**src/rtl/ps2_scan_code_capture_if.sv**
```systemverilog
// Bus bundle for ps2_scan_code_capture: the raw PS/2 pins going in and the
// captured byte, status pulses and display history coming out.
// master = pin/stimulus side, slave = capture block.
interface ps2_scan_code_capture_if #(
   parameter int unsigned HISTORY_BYTES = 3
);
   localparam int unsigned HW = 8 * HISTORY_BYTES;

   logic          ps2_clk_in;
   logic          ps2_dat_in;
   logic [7:0]    byte_data;
   logic          byte_valid;
   logic          frame_error;
   logic [7:0]    rx_count;
   logic [HW-1:0] hex_digits;

   modport master (
      output ps2_clk_in,
      output ps2_dat_in,
      input  byte_data,
      input  byte_valid,
      input  frame_error,
      input  rx_count,
      input  hex_digits
   );

   modport slave (
      input  ps2_clk_in,
      input  ps2_dat_in,
      output byte_data,
      output byte_valid,
      output frame_error,
      output rx_count,
      output hex_digits
   );
endinterface

```
**src/rtl/ps2_scan_code_capture.sv**
```systemverilog
// PS/2 device-to-host receiver: synchronizes the raw pins, detects falling
// edges of the PS/2 clock, assembles start/8 data/odd parity/stop frames and
// keeps a byte history packed as nibbles for the HEX display converters.
// Optional macro PS2_BREAK_FILTER_EN: keeps 0xF0 break prefixes and the byte
// following them out of the display history.
module ps2_scan_code_capture #(
   parameter int unsigned SYNC_STAGES    = 2,
   parameter int unsigned TIMEOUT_CYCLES = 50000,
   parameter int unsigned HISTORY_BYTES  = 3
) (
   input  logic                    clk,
   input  logic                    reset,
   ps2_scan_code_capture_if.slave  bus
);

   localparam int unsigned HW    = 8 * HISTORY_BYTES;
   localparam int unsigned TMO_W = (TIMEOUT_CYCLES > 2) ? $clog2(TIMEOUT_CYCLES) : 1;

   localparam logic [1:0] ST_IDLE   = 2'd0;
   localparam logic [1:0] ST_DATA   = 2'd1;
   localparam logic [1:0] ST_PARITY = 2'd2;
   localparam logic [1:0] ST_STOP   = 2'd3;

   logic [SYNC_STAGES-1:0] clk_sync_q;
   logic [SYNC_STAGES-1:0] dat_sync_q;
   logic                   clk_prev_q;

   logic [1:0]       state_q,       state_d;
   logic [2:0]       bit_cnt_q,     bit_cnt_d;
   logic [7:0]       shift_q,       shift_d;
   logic             parity_q,      parity_d;
   logic [TMO_W-1:0] tmo_q,         tmo_d;
   logic [7:0]       byte_data_q,   byte_data_d;
   logic             byte_valid_q,  byte_valid_d;
   logic             frame_error_q, frame_error_d;
   logic [7:0]       rx_count_q,    rx_count_d;
   logic [HW-1:0]    hex_q,         hex_d;
   logic [HW-1:0]    hex_shift_c;
   logic             fall_c;
   logic             dat_c;

`ifdef PS2_BREAK_FILTER_EN
   logic             brk_q, brk_d;
`endif

   assign fall_c = clk_prev_q & ~clk_sync_q[SYNC_STAGES-1];
   assign dat_c  = dat_sync_q[SYNC_STAGES-1];

   // History with the assembled byte pushed in as the newest entry
   generate
      if (HISTORY_BYTES == 1) begin : g_hist_one
         assign hex_shift_c = shift_q;
      end else begin : g_hist_many
         assign hex_shift_c = {hex_q[HW-9:0], shift_q};
      end
   endgenerate

   // Pin synchronizers and PS/2 clock edge-detect register, idle-high on reset
   always_ff @(posedge clk) begin
      if (reset) begin
         clk_sync_q <= '1;
         dat_sync_q <= '1;
         clk_prev_q <= 1'b1;
      end else begin
         clk_sync_q <= {clk_sync_q[SYNC_STAGES-2:0], bus.ps2_clk_in};
         dat_sync_q <= {dat_sync_q[SYNC_STAGES-2:0], bus.ps2_dat_in};
         clk_prev_q <= clk_sync_q[SYNC_STAGES-1];
      end
   end

   // Next-state and output logic for the frame receiver
   always_comb begin
      state_d       = state_q;
      bit_cnt_d     = bit_cnt_q;
      shift_d       = shift_q;
      parity_d      = parity_q;
      tmo_d         = tmo_q;
      byte_data_d   = byte_data_q;
      byte_valid_d  = 1'b0;
      frame_error_d = 1'b0;
      rx_count_d    = rx_count_q;
      hex_d         = hex_q;
`ifdef PS2_BREAK_FILTER_EN
      brk_d         = brk_q;
`endif

      case (state_q)
         ST_IDLE: begin
            if (fall_c && !dat_c) begin
               state_d   = ST_DATA;
               bit_cnt_d = 3'd0;
            end
         end
         ST_DATA: begin
            if (fall_c) begin
               shift_d   = {dat_c, shift_q[7:1]};
               bit_cnt_d = bit_cnt_q + 3'd1;
               if (bit_cnt_q == 3'd7) begin
                  state_d = ST_PARITY;
               end
            end
         end
         ST_PARITY: begin
            if (fall_c) begin
               parity_d = dat_c;
               state_d  = ST_STOP;
            end
         end
         ST_STOP: begin
            if (fall_c) begin
               state_d = ST_IDLE;
               if (dat_c && (^{shift_q, parity_q})) begin
                  byte_data_d  = shift_q;
                  byte_valid_d = 1'b1;
                  rx_count_d   = rx_count_q + 8'd1;
`ifdef PS2_BREAK_FILTER_EN
                  // Break prefix and its key code stay off the display
                  if (brk_q) begin
                     brk_d = 1'b0;
                  end else if (shift_q == 8'hF0) begin
                     brk_d = 1'b1;
                  end else begin
                     hex_d = hex_shift_c;
                  end
`else
                  hex_d = hex_shift_c;
`endif
               end else begin
                  frame_error_d = 1'b1;
               end
            end
         end
         default: begin
            state_d = ST_IDLE;
         end
      endcase

      // Inter-edge watchdog; a falling edge always takes priority over expiry
      if (state_q == ST_IDLE) begin
         tmo_d = '0;
      end else if (fall_c) begin
         tmo_d = '0;
      end else if (tmo_q == TMO_W'(TIMEOUT_CYCLES - 1)) begin
         tmo_d         = '0;
         state_d       = ST_IDLE;
         frame_error_d = 1'b1;
      end else begin
         tmo_d = tmo_q + TMO_W'(1);
      end
   end

   // Receiver state and registered outputs
   always_ff @(posedge clk) begin
      if (reset) begin
         state_q       <= ST_IDLE;
         bit_cnt_q     <= '0;
         shift_q       <= '0;
         parity_q      <= 1'b0;
         tmo_q         <= '0;
         byte_data_q   <= '0;
         byte_valid_q  <= 1'b0;
         frame_error_q <= 1'b0;
         rx_count_q    <= '0;
         hex_q         <= '0;
`ifdef PS2_BREAK_FILTER_EN
         brk_q         <= 1'b0;
`endif
      end else begin
         state_q       <= state_d;
         bit_cnt_q     <= bit_cnt_d;
         shift_q       <= shift_d;
         parity_q      <= parity_d;
         tmo_q         <= tmo_d;
         byte_data_q   <= byte_data_d;
         byte_valid_q  <= byte_valid_d;
         frame_error_q <= frame_error_d;
         rx_count_q    <= rx_count_d;
         hex_q         <= hex_d;
`ifdef PS2_BREAK_FILTER_EN
         brk_q         <= brk_d;
`endif
      end
   end

   assign bus.byte_data   = byte_data_q;
   assign bus.byte_valid  = byte_valid_q;
   assign bus.frame_error = frame_error_q;
   assign bus.rx_count    = rx_count_q;
   assign bus.hex_digits  = hex_q;

endmodule
```
**src/flat_wrapper.sv**
```systemverilog
// flat-port wrapper written by rule: the top's interface ports become plain ports
module ps2_scan_code_capture_flat 
#(
   parameter int unsigned SYNC_STAGES    = 2,
   parameter int unsigned TIMEOUT_CYCLES = 50000,
   parameter int unsigned HISTORY_BYTES  = 3
)
  (clk, reset, bus_ps2_clk_in, bus_ps2_dat_in, bus_byte_data, bus_byte_valid, bus_frame_error, bus_rx_count, bus_hex_digits);
  ps2_scan_code_capture_if #(.HISTORY_BYTES(HISTORY_BYTES)) bus_i ();
  input  logic clk;
  input  logic reset;
  input wire logic [$bits(bus_i.ps2_clk_in)-1:0] bus_ps2_clk_in;
  input wire logic [$bits(bus_i.ps2_dat_in)-1:0] bus_ps2_dat_in;
  output wire logic [$bits(bus_i.byte_data)-1:0] bus_byte_data;
  output wire logic [$bits(bus_i.byte_valid)-1:0] bus_byte_valid;
  output wire logic [$bits(bus_i.frame_error)-1:0] bus_frame_error;
  output wire logic [$bits(bus_i.rx_count)-1:0] bus_rx_count;
  output wire logic [$bits(bus_i.hex_digits)-1:0] bus_hex_digits;
  assign bus_i.ps2_clk_in = bus_ps2_clk_in;
  assign bus_i.ps2_dat_in = bus_ps2_dat_in;
  assign bus_byte_data = bus_i.byte_data;
  assign bus_byte_valid = bus_i.byte_valid;
  assign bus_frame_error = bus_i.frame_error;
  assign bus_rx_count = bus_i.rx_count;
  assign bus_hex_digits = bus_i.hex_digits;
  ps2_scan_code_capture #(.SYNC_STAGES(SYNC_STAGES), .TIMEOUT_CYCLES(TIMEOUT_CYCLES), .HISTORY_BYTES(HISTORY_BYTES)) u_core (.clk(clk), .reset(reset), .bus(bus_i));
endmodule
```
**config.mk**
```make
export PLATFORM = sky130hd
export DESIGN_NAME = ps2_scan_code_capture_flat
export DESIGN_NICKNAME = d
export VERILOG_FILES = /design/src/rtl/ps2_scan_code_capture_if.sv /design/src/rtl/ps2_scan_code_capture.sv /design/src/flat_wrapper.sv
export SDC_FILE = /design/constraint.sdc
export NUM_CORES = 1
export LEC_CHECK = 0
export ABC_AREA = 1
export CORE_MARGIN = 5
export CORE_UTILIZATION = 45
export DETAILED_ROUTE_END_ITERATION = 10
export DONT_BUFFER_PORTS = 1
export MAX_ROUTING_LAYER = met4
export PLACE_DENSITY_LB_ADDON = 0.12
export SLEW_MARGIN = 10
export SYNTH_ARGS = -nofsm -noshare
export SYNTH_HDL_FRONTEND = slang
export SYNTH_SLANG_ARGS = --single-unit
```
**constraint.sdc**
```tcl
create_clock -name clk -period 1.4 [get_ports clk]
set_input_delay 0.14 -clock clk [delete_from_list [all_inputs] [get_ports clk]]
set_output_delay 0.14 -clock clk [all_outputs]
set_load 0.005 [all_outputs]
```
# Word level (Yosys, flattened, before mapping)
# Cells that the tools add are included.
# totals
reg_bits,77
output_inout_bits,42
elab_cells,58
# op_classes
n_addsub,3
eq_ne,7
n_mux,19
n_bitwise,4
reduce_logical,12
# op_table
operator,count
adder 16 x 1 -> 16 bit (second input constant),1
== test 16 bit (second input constant),1
2-to-1 mux 2 bit,8
parity 9 bit,1
adder 8 x 1 -> 8 bit (second input constant),1
one-hot mux 2 bit (4 select lines),1
2-to-1 mux 1 bit,7
2-to-1 mux 3 bit,2
one-hot mux 3 bit (2 select lines),1
AND reduction 3 bit,2
== test 2 bit (second input constant),2
!= test 2 x 1 -> 1 bit (second input constant),2
AND reduction 2 bit,2
OR reduction 4 bit,1
adder 3 x 1 -> 3 bit (second input constant),1
== test 3 bit (second input constant),1
inverter 1 bit,3
OR reduction 3 bit,1
== test 2 x 1 -> 1 bit (second input constant),1
logical AND 1 bit,2
logical NOT 2 bit,1
nonzero test 2 bit,1
bitwise AND 1 bit,1
logical NOT 1 bit,1

# Logic depth before layout (Yosys ltp)
# Gate-level depths: netlist (run 1).
# logic_depth
word_depth,8
ltp_mapped,14

# Least setup slack after synthesis (run 1)
# Ideal clock, no wire load.
# synth_path
path_kind,register to register
startpoint,register u_core.tmo_q[0]
endpoint,register u_core.tmo_q[14]
arrival_ns,1.370
t_required_ns,1.322
path_slack_ns,-0.049
stages_incl_launch_ff,12
synth_period_minus_slack_ns,1.449
cell_sequence,dfxtp_1 > ha_1 > nand2_1 > inv_1 > nand2_1 > nor2_1 > nand2_1 > nor2_1 > nand2_1 > inv_1 > a31oi_1 > nor3_1
# synth_via
elab_chain_len,2
elab_cells_between_ends,3
# synth_rtl
element,line_no,source
start: declaration,ps2_scan_code_capture.sv:32,"logic [TMO_W-1:0] tmo_q, tmo_d;"
start signal: assignment,ps2_scan_code_capture.sv:173,tmo_q <= tmo_d;
branches (longest 2 deep; another with adder 16 x 1 -> 16 bit),n/a,
# Parallel ways; which one is timed is not known.
# A chain may end at the register's enable or synchronous reset.

# Worst setup path in the final report (run 1)
# layout_path
startpoint,register u_core.shift_q[2]
endpoint,"register u_core.hex_q[3], in the netlist u_core.bus.hex_digits[3]"
# layout_via
elab_chain_len,3
# layout_rtl
element,line_no,source
start: declaration,ps2_scan_code_capture.sv:30,"logic [7:0] shift_q, shift_d;"
start signal: assignment,ps2_scan_code_capture.sv:171,shift_q <= shift_d;
parity 9 bit,ps2_scan_code_capture.sv:112,"if (dat_c && (^{shift_q, parity_q})) begin"
logical AND 1 bit,ps2_scan_code_capture.sv:112,
AND reduction 3 bit (no source line),n/a,
end signal: assignment,ps2_scan_code_capture.sv:164,hex_q <= '0;
end signal: assignment,ps2_scan_code_capture.sv:178,hex_q <= hex_d;
end: declaration,ps2_scan_code_capture.sv:37,"logic [HW-1:0] hex_q, hex_d;"
# Every way passes these cells.

==> impl_metrics.yaml, run 1 <==
clock_tree:
  clock_tree.buffer_depth: 2
  numCtsBuffers: 9
  cts_tree: "done"
  clk_latency_ns: 0.35
  clk_pin_slew_ns: 0.08
  cts-root-buf: "clkbuf_8"
  cts.sinks: 69
  h-tree-depth: 3
yosys:
  yosysTopAreaCell: "dfxtp_1"
  seq_area_frac_synth_pct: 43.2
  ys_warn_count: 0
  synth.net_count: 461
  syn_area_um2: 3200
  avgSynthCellArea_um2: 7.06
  syn_inst: 453
  synthDistinctLibCells: 31
  synth_top_area_share_pct: 43.2
  ys_seq_elements: 69
  synth_area_leaders: "dfxtp_1 (43%), nand2_1 (10%), nor2_1 (9.3%), nand4_1 (6.3%), inv_1 (6.2%)"
timing:
  rsz0062_at_grt: "yes"
  whs_ns: 0.154
  final.setup_skew_ns: 0.00993
  setup_viol: 43
  timing.final.ws_setup_ns: -0.150
  tns_ns: -3.88
  tightest_slew_ns: 0.562
  min_period_over_period_pct: 111
  timing.slew.headroom_pct: 62.6
  hold_viol_final: 0
  fin_crit_ns: 1.55
  finalMaxSlewViolations: 0
  fmax_mhz: 645
floorplan:
  die_h_um: 94.3
  rows: 30
  dieArea_um2: 8890
  floorplan.initialDensity_pct: 46.6
  die_x_um: 94.3
  core_area_um2: 6870
  top_level_ports: 46
detailed_routing:
  drt-total-wl_um: 7500
  routed_via_density: 4.91
  routed-via-count: 2932
  wl_per_cell_um: 12.6
  drt-initial-drc-count: 166
  dr.pass1.iters: 4
  ant_nets: 0
  drc: 0
placement:
  globalplace.congestion: 0.836
  dp_cells: 566
  dp_slack_ns: -0.141
  port_buffers: 0
  post-dp-hpwl_um: 4600
setup_path:
  cpPeakStageDelay_ns: 0.37
  cp.arrival_ns: 1.83
  worstPathCellList: "inv_2 -> nand2_2 -> nand2_2 -> inv_2 -> nand2_2 -> nand3_2 -> nand2_1 -> nand2_1 -> nand2_2 -> nand3_4 -> inv_6 -> clkbuf_16 -> nor2_1 -> nor2_1"
  setup.worst_path.start_class: "flop"
  crit_path_top_delay_cell: "dfxtp_4"
  critPathMaxFanout: 12
  cpMostUsedCell: "nand2_2"
  crit_required_ns: 1.68
  crit_type: "flop to flop"
  cp-end-kind: "flop"
power:
  p_per_area_nw_per_um2: 871
  vdd_drop_max_v: 0.000515
  p_leak_uw: 0.00183
  internal-power_uw: 2840
  p_clk_share_pct: 44.9
  pwr-share-seq_pct: 52.2
  p_comb_share_pct: 2.9
  p_sw_uw: 913
  p_sw_share_pct: 24.3
global_route:
  antenna_found_initial: 0
  grt_usage_pct: 17.7
  grt.overflow.total: 0
  grt_pass1_vias: 2678
  grt_max_degree: 36
  grt_pass1_wl_um: 12200
job:
  maxCapViolCount: 0
status:
  failed_checks: "negative setup slack"
  run_status: "finished, violations left"
worst_hold_path:
  worstHoldPathType: "input port to flop"
cells_and_area:
  fillerInstances: 592
  finalNonFillerCells: 597
  nNetsFinal: 504
  antenna_cells: 0
  drive_gt1_share_pct: 30.7
  area_delta_synth_final_pct: 34.8
  utilization_pct: 62.8
[path summary, 6_finish.rpt]
path,end,slack [ns],from,cells past startpoint
worst min register to register,u_core.dat_sync_q[1],0.41,u_core.dat_sync_q[0],1
worst max-delay path,u_core.bus.hex_digits[3],-0.15,u_core.shift_q[2],14
worst min-delay path,u_core.state_q[1],0.15,reset,4
worst max register to register,u_core.bus.hex_digits[3],-0.15,u_core.shift_q[2],14
[cells by family after synthesis]
group | after synthesis | share of synthesized area (%)
xor+xnor | 12 | 3.29
fa+ha+maj | 4 | 1.57
simple gates | 232 | 31.7
compound gates | 47 | 8.18
flops | 69 | 43.2
buf+inv | 89 | 12.1
[per-stage QoR]
stage               instance area [um2]  total power [uW]
floorplan                          3210              2090
global placement                   3570              2100
detailed placement                 3570              2110
CTS                                3960              3810
global route                       4310              3910
finish                             4310              3760
[synthesized netlist by cell type]
| cell type | n |
|---|---|
| xnor2_1 | 5 |
| nand3_1 | 16 |
| buf_4 | 8 |
| o21ai_0 | 13 |
| nor3_1 | 9 |
| or2_2 | 4 |
| buf_6 | 2 |
| a21oi_1 | 23 |
| xor2_1 | 7 |
| buf_1 | 2 |
| nand4_1 | 32 |
| buf_2 | 6 |
| nand2_2 | 1 |
| inv_1 | 53 |
| nor4_1 | 1 |
| a311oi_1 | 1 |
| o21bai_1 | 1 |
| o21a_1 | 3 |
| dfxtp_1 | 69 |
| clkinv_1 | 3 |
| nand2_1 | 87 |
| ha_1 | 4 |
| nand3_2 | 1 |
| nor2_1 | 79 |
| a31oi_1 | 2 |
| a21boi_0 | 1 |
| nor3_2 | 1 |
| nor3b_1 | 1 |
| clkbuf_1 | 10 |
| inv_2 | 5 |
| a22oi_1 | 3 |
[critical path, delay by kind of cell (launching register included)]
kind	cells	cell delay, ns
buffers and inverters	4	0.37
DFF	1	0.37
and+or+nand+nor	10	0.74
[state kept, by name, indices dropped and copies added (netlist names)]
name and flops:
u_core.bit_cnt_q 3, u_core.bus.byte_valid 1, u_core.bus.frame_error 1, u_core.bus.hex_digits 24
u_core.bus.rx_count 8, u_core.clk_prev_q 1, u_core.clk_sync_q 2, u_core.dat_sync_q 2
u_core.parity_q 1, u_core.shift_q 8, u_core.state_q 2, u_core.tmo_q 16
[final cells by class]
class | count | area, um2 | area share [%]
Clock buffer | 9 | 124 | 2.87
Multi-Input combinational cell | 295 | 1750 | 40.7
Tap cell | 96 | 120 | 2.79
Clock inverter | 7 | 81.3 | 1.89
Sequential cell | 69 | 1410 | 32.7
Timing Repair Buffer | 60 | 587 | 13.6
Inverter | 61 | 236 | 5.49
[cells in the final DEF (no fill, tap or decap), types with 7 or more instances in the layout]
cell      count
xor2_1        7
dfxtp_1      60
nor2_4        9
buf_4        44
a21oi_1      19
nand3_1       9
o21ai_0      11
clkbuf_8      9
nand4_1      32
nor2_1       64
nand2_2      12
nand2_1      72
inv_2        10
inv_1        47
[layer usage]
| layer | part of all wire [%] | GRT usage [%] | up-vias |
|---|---|---|---|
| li1 | - | - | 1531 |
| met1 | 48 | 22.2 | 1341 |
| met2 | 47 | 27.1 | 52 |
| met3 | 3.9 | 4.57 | 8 |
| met4 | 1.4 | 7.58 | 0 |
| met5 | 0 | - | - |
[power groups by stage]
stage | Sequential (uW) | Combinational (uW) | Clock, uW
finish | 1960 | 107 | 1690
global placement | 2020 | 87.0 | 0
global route | 1960 | 122 | 1830
floorplan | 2020 | 69.7 | 0
detailed placement | 2020 | 87.6 | 0
CTS | 1970 | 103 | 1740
[timing repair]
action                                 CTS  global route
hold buffers                             3             0
resized for setup                       37            71
endpoints found under the hold margin   16             0
cloned                                   2             2
pin swaps                                1            18
buffers inserted                         1             8
setup endpoints to repair               47            63
(Power assumes the default switching activity.)
==> run 2: changes to the inputs <==
Settings changed: CELL_PAD_IN_SITES_DETAIL_PLACEMENT set to 1, CELL_PAD_IN_SITES_GLOBAL_PLACEMENT set to 2, CORE_UTILIZATION 45 to 32.
==> impl_metrics.yaml, run 2 (synthesis gave the netlist of run 1 again) <==
timing:
  finalMaxSlewViolations: 0
  hold_viol_final: 0
  timing.slew.headroom_pct: 62.5
  rsz0062_at_grt: "yes"
  tightest_slew_ns: 0.561
  fin_crit_ns: 1.54
  min_period_over_period_pct: 110
  setup_viol: 44
  fmax_mhz: 649
  timing.final.ws_setup_ns: -0.141
  final.setup_skew_ns: 0.00868
global_route:
  grt.overflow.total: 0
  grt_usage_pct: 16.4
  use_met3_pct: 3.90
  grt_pass1_vias: 3184
  grt_pass1_wl_um: 15100
  grt_max_degree: 36
  antenna_found_initial: 0
  grt_use_met1_pct: 18.6
  grt_use_met2_pct: 27.9
  busiest_layer: "met2"
power:
  p_clk_share_pct: 39.4
  p_per_area_nw_per_um2: 759
  p_leak_uw: 0.00188
  internal-power_uw: 2620
  p_sw_uw: 818
  pwr-share-seq_pct: 57.0
  p_sw_share_pct: 23.8
  vdd_drop_max_v: 0.000351
  p_comb_share_pct: 3.5
cells_and_area:
  seq_area_um2: 1410
  nNetsFinal: 514
  layout_commonest_cell: "nand2_1"
  fillerInstances: 1205
  largest_reg_flops: 24
  multi_input_comb_area_um2: 1820
  mostFrequentLayoutCells: "nand2_1 (61), dfxtp_1 (59), nor2_1 (52)"
  area_delta_synth_final_pct: 41.5
  drive_gt1_share_pct: 36.9
  antenna_cells: 0
  finalNonFillerCells: 642
clock_tree:
  cts.sinks: 69
  numCtsBuffers: 9
  cts-root-buf: "clkbuf_8"
  clock_tree.buffer_depth: 2
  clk_pin_slew_ns: 0.08
  h-tree-depth: 3
  clk_latency_ns: 0.35
  cts_tree: "done"
detailed_routing:
  drt-initial-drc-count: 103
  routed-via-count: 3082
  wl_per_cell_um: 14.6
  ant_nets: 0
  drc: 0
  drt-total-wl_um: 9370
  routed_via_density: 4.80
  dr.pass1.iters: 4
setup_path:
  crit_required_ns: 1.68
  cp.arrival_ns: 1.82
  setup.worst_path.start_class: "flop"
  worstPathCellList: "nand2_2 -> inv_2 -> nor2_2 -> nand2_2 -> nand3_2 -> nand2_2 -> nand2_2 -> nand2_4 -> nand3_4 -> inv_8 -> clkbuf_16 -> nor2_1 -> nor2_1"
  critical_path_buf_inv_count: 3
  cpPeakStageDelay_ns: 0.42
  critPathMaxFanout: 6
  cpLargestDelayFamily: "simple AND/OR/NAND/NOR gates"
  crit_path_top_delay_cell: "dfxtp_4"
  crit_type: "flop to flop"
  cpMostUsedCell: "nand2_2"
  cp-end-kind: "flop"
floorplan:
  rows: 36
  dieArea_um2: 12100
  top_level_ports: 46
  floorplan.initialDensity_pct: 32.7
  die_h_um: 110
  die_x_um: 110
  core_area_um2: 9770
placement:
  globalplace.congestion: 0.758
  dp_cells: 606
  port_buffers: 0
  post-dp-hpwl_um: 6030
  dp_slack_ns: -0.266
worst_hold_path:
  worstHoldPathType: "input port to flop"
job:
  maxCapViolCount: 0
status:
  failed_checks: "negative setup slack"
  run_status: "finished, violations left"
run 2: worst reg2reg max path: stages, from the launching register on:
cell       delay, ns
dfxtp_4         0.42
nand2_2         0.08
inv_2           0.05
nor2_2          0.03
nand2_2         0.07
nand3_2         0.10
nand2_2         0.09
nand2_2         0.06
nand2_4         0.08
nand3_4         0.11
inv_8           0.11
clkbuf_16       0.15
nor2_1          0.04
nor2_1          0.09
run 2: per-layer routing:
layer / up-vias / routed length [um]
met3: 17 / 445
met5: - / 0
met1: 1477 / 4070
li1: 1546 / -
met2: 42 / 4700
met4: 0 / 154
run 2: area by class of cell:
type	instances	area share [%]
clock buffer	11	2.90
sequential	69	31.2
tap	133	3.68
timing repair buffer	70	16.2
inverter	61	5.39
multi-input combinational	295	40.3
clock inverter	3	0.332
run 2: final timing paths:
kind / start / endpoint / slack [ns] / depth (start not counted)
hold reg to reg: u_core.dat_sync_q[0] / u_core.dat_sync_q[1] / 0.42 / 1
hold / removal: reset / u_core.bit_cnt_q[0] / 0.06 / 3
setup / recovery: u_core.shift_q[1] / u_core.bus.hex_digits[8] / -0.14 / 13
setup reg to reg: u_core.shift_q[1] / u_core.bus.hex_digits[8] / -0.14 / 13
run 2: power by group through the flow:
stage                     clock [uW]  sequential, uW  combinational [uW]
after floorplan                    0            2020                69.7
after global placement             0            2020                 101
after detailed placement           0            2020                 102
after CTS                       1410            1970                 118
after global routing            1540            1960                 137
final                           1350            1960                 121
run 2: through the flow:
step / hold slack (ns) / area, um2 / total power (uW) / setup TNS, ns / util [%]
after CTS: 0.0441 / 4110 / 3500 / -6.00 / 42.0
after global placement: 0.212 / 3670 / 2120 / -5.92 / 37.5
after detailed placement: 0.215 / 3670 / 2120 / -9.60 / 37.5
final: 0.0588 / 4530 / 3430 / -3.98 / 46.3
after global routing: 0.0612 / 4530 / 3640 / -8.55 / 46.3
after floorplan: 0.244 / 3210 / 2090 / -0.0157 / -
run 2: what timing repair did:
item,CTS,global route
pin swaps,12,36
endpoints found under the hold margin,15,0
buffers inserted,9,12
endpoints found under the setup margin,50,61
gates resized for setup,59,92
hold buffers,3,0
cloned,2,1
==> run 3: changes to the inputs <==
Settings changed: CORE_UTILIZATION 32 to 33, CTS_BUF_LIST set to sky130_fd_sc_hd__clkbuf_2.
==> impl_metrics.yaml, run 3 (synthesis gave the netlist of run 1 again) <==
status:
  run_status: "finished, violations left"
  failed_checks: "negative setup slack"
clock_tree:
  cts_tree: "done"
  numCtsBuffers: 9
  clk_pin_slew_ns: 0.19
  clock_tree.buffer_depth: 2
  clk_latency_ns: 0.50
  h-tree-depth: 3
  cts-root-buf: "clkbuf_2"
  cts.sinks: 69
detailed_routing:
  drt-total-wl_um: 9270
  routed-via-count: 3054
  ant_nets: 0
  drt-initial-drc-count: 63
  routed_via_density: 4.79
  dr.pass1.iters: 5
  drc: 0
  wl_per_cell_um: 14.6
floorplan:
  core_area_um2: 9590
  dieArea_um2: 11800
  rows: 36
  floorplan.initialDensity_pct: 33.3
  top_level_ports: 46
  die_h_um: 108
  die_x_um: 108
cells_and_area:
  area_delta_synth_final_pct: 36.6
  finalNonFillerCells: 637
  layout_commonest_cell: "nand2_1"
  nNetsFinal: 509
  mostFrequentLayoutCells: "nand2_1 (61), dfxtp_1 (56), nor2_1 (55)"
  drive_gt1_share_pct: 35.9
  largest_reg_flops: 24
  antenna_cells: 0
  utilization_pct: 45.5
placement:
  post-dp-hpwl_um: 6080
  port_buffers: 0
  globalplace.congestion: 0.766
  dp_cells: 607
timing:
  setup_viol: 43
  hold_viol_final: 0
  min_period_over_period_pct: 114
  timing.slew.headroom_pct: 58.4
  final.setup_skew_ns: 0.0166
  timing.final.ws_setup_ns: -0.195
  finalMaxSlewViolations: 0
  rsz0062_at_grt: "yes"
  fin_crit_ns: 1.59
  fmax_mhz: 627
  tightest_slew_ns: 0.624
power:
  p_leak_uw: 0.00180
  vdd_drop_max_v: 0.000354
  power_uw: 3010
  p_per_area_nw_per_um2: 688
global_route:
  antenna_found_initial: 0
  grt.overflow.total: 0
  grt_pass1_vias: 3211
  grt_pass1_wl_um: 15400
  grt_max_degree: 36
  grt_usage_pct: 16.9
setup_path:
  setup.worst_path.start_class: "flop"
  worstPathCellList: "inv_4 -> nand2_2 -> nand2_2 -> inv_2 -> nand2_2 -> nand3_4 -> nand2_2 -> nand2_2 -> nand2_4 -> nand3_4 -> inv_6 -> buf_12 -> nor2_4 -> nor2_2"
  cpPeakStageDelay_ns: 0.42
  critical_path_buf_inv_count: 4
  crit_type: "flop to flop"
  critPathMaxFanout: 6
  cp-end-kind: "flop"
  crit_path_top_delay_cell: "dfxtp_4"
  cpMostUsedCell: "nand2_2"
  cpLargestDelayFamily: "simple AND/OR/NAND/NOR gates"
  crit_required_ns: 1.85
  cp.arrival_ns: 2.05
worst_hold_path:
  worstHoldPathType: "input port to flop"
job:
  maxCapViolCount: 0
==> run 3: metrics by stage <==
step | setup TNS, ns | setup slack [ns] | hold slack [ns] | cell area, um2
floorplan | -0.0157 | -0.0157 | 0.244 | 3210
global placement | -7.17 | -0.179 | 0.213 | 3660
detailed placement | -10.11 | -0.245 | 0.216 | 3660
CTS | -5.62 | -0.184 | 0.209 | 4080
global route | -11.50 | -0.315 | 0.221 | 4370
finish | -5.57 | -0.195 | 0.256 | 4370
==> run 3: final timing paths <==
kind,startpoint,to,slack [ns],cells after the start
setup / recovery,u_core.shift_q[2],u_core.bus.hex_digits[3],-0.19,14
hold / removal,reset,u_core.bit_cnt_q[1],0.26,2
setup reg to reg,u_core.shift_q[2],u_core.bus.hex_digits[3],-0.19,14
hold reg to reg,u_core.dat_sync_q[0],u_core.dat_sync_q[1],0.45,1
==> run 3: area by class of cell <==
class                      count  area, um2
clock buffer                  10       50.0
clock inverter                 4       17.5
fill                        1168       5230
inverter                      61        238
multi-input combinational    296       1840
sequential                    69       1420
tap                          133        166
timing repair buffer          64        647
==> run 3: power by group <==
part	switching [uW]	internal (uW)
clock	706	206
combinational	79.6	50.0
sequential	3.98	1960
total	789	2220
==> run 3: worst register-to-register path, stage by stage (launching register included) <==
cell and delay (ns):
dfxtp_4 0.42, inv_4 0.06, nand2_2 0.04, nand2_2 0.08
inv_2 0.04, nand2_2 0.07, nand3_4 0.07, nand2_2 0.08
nand2_2 0.06, nand2_4 0.11, nand3_4 0.12, inv_6 0.12
buf_12 0.14, nor2_4 0.05, nor2_2 0.09
==> run 3: repair_timing <==
item / in CTS / in global routing
pin swaps: 12 / 28
hold buffers: 5 / 0
setup endpoints to repair: 52 / 63
setup buffers: 3 / 5
gates cloned: 2 / 3
hold endpoints to repair: 34 / 0
resized for setup: 81 / 67
==> run 3: routing by layer <==
metal / global-route usage [%] / wire length, um / part of all wire (%) / up-vias
li1: - / - / - / 1539
met1: 19.7 / 4080 / 44 / 1473
met2: 28.6 / 4650 / 50 / 35
met3: 4.90 / 452 / 4.9 / 7
met4: 4.33 / 93 / 1.0 / 0
met5: - / 0 / 0 / -
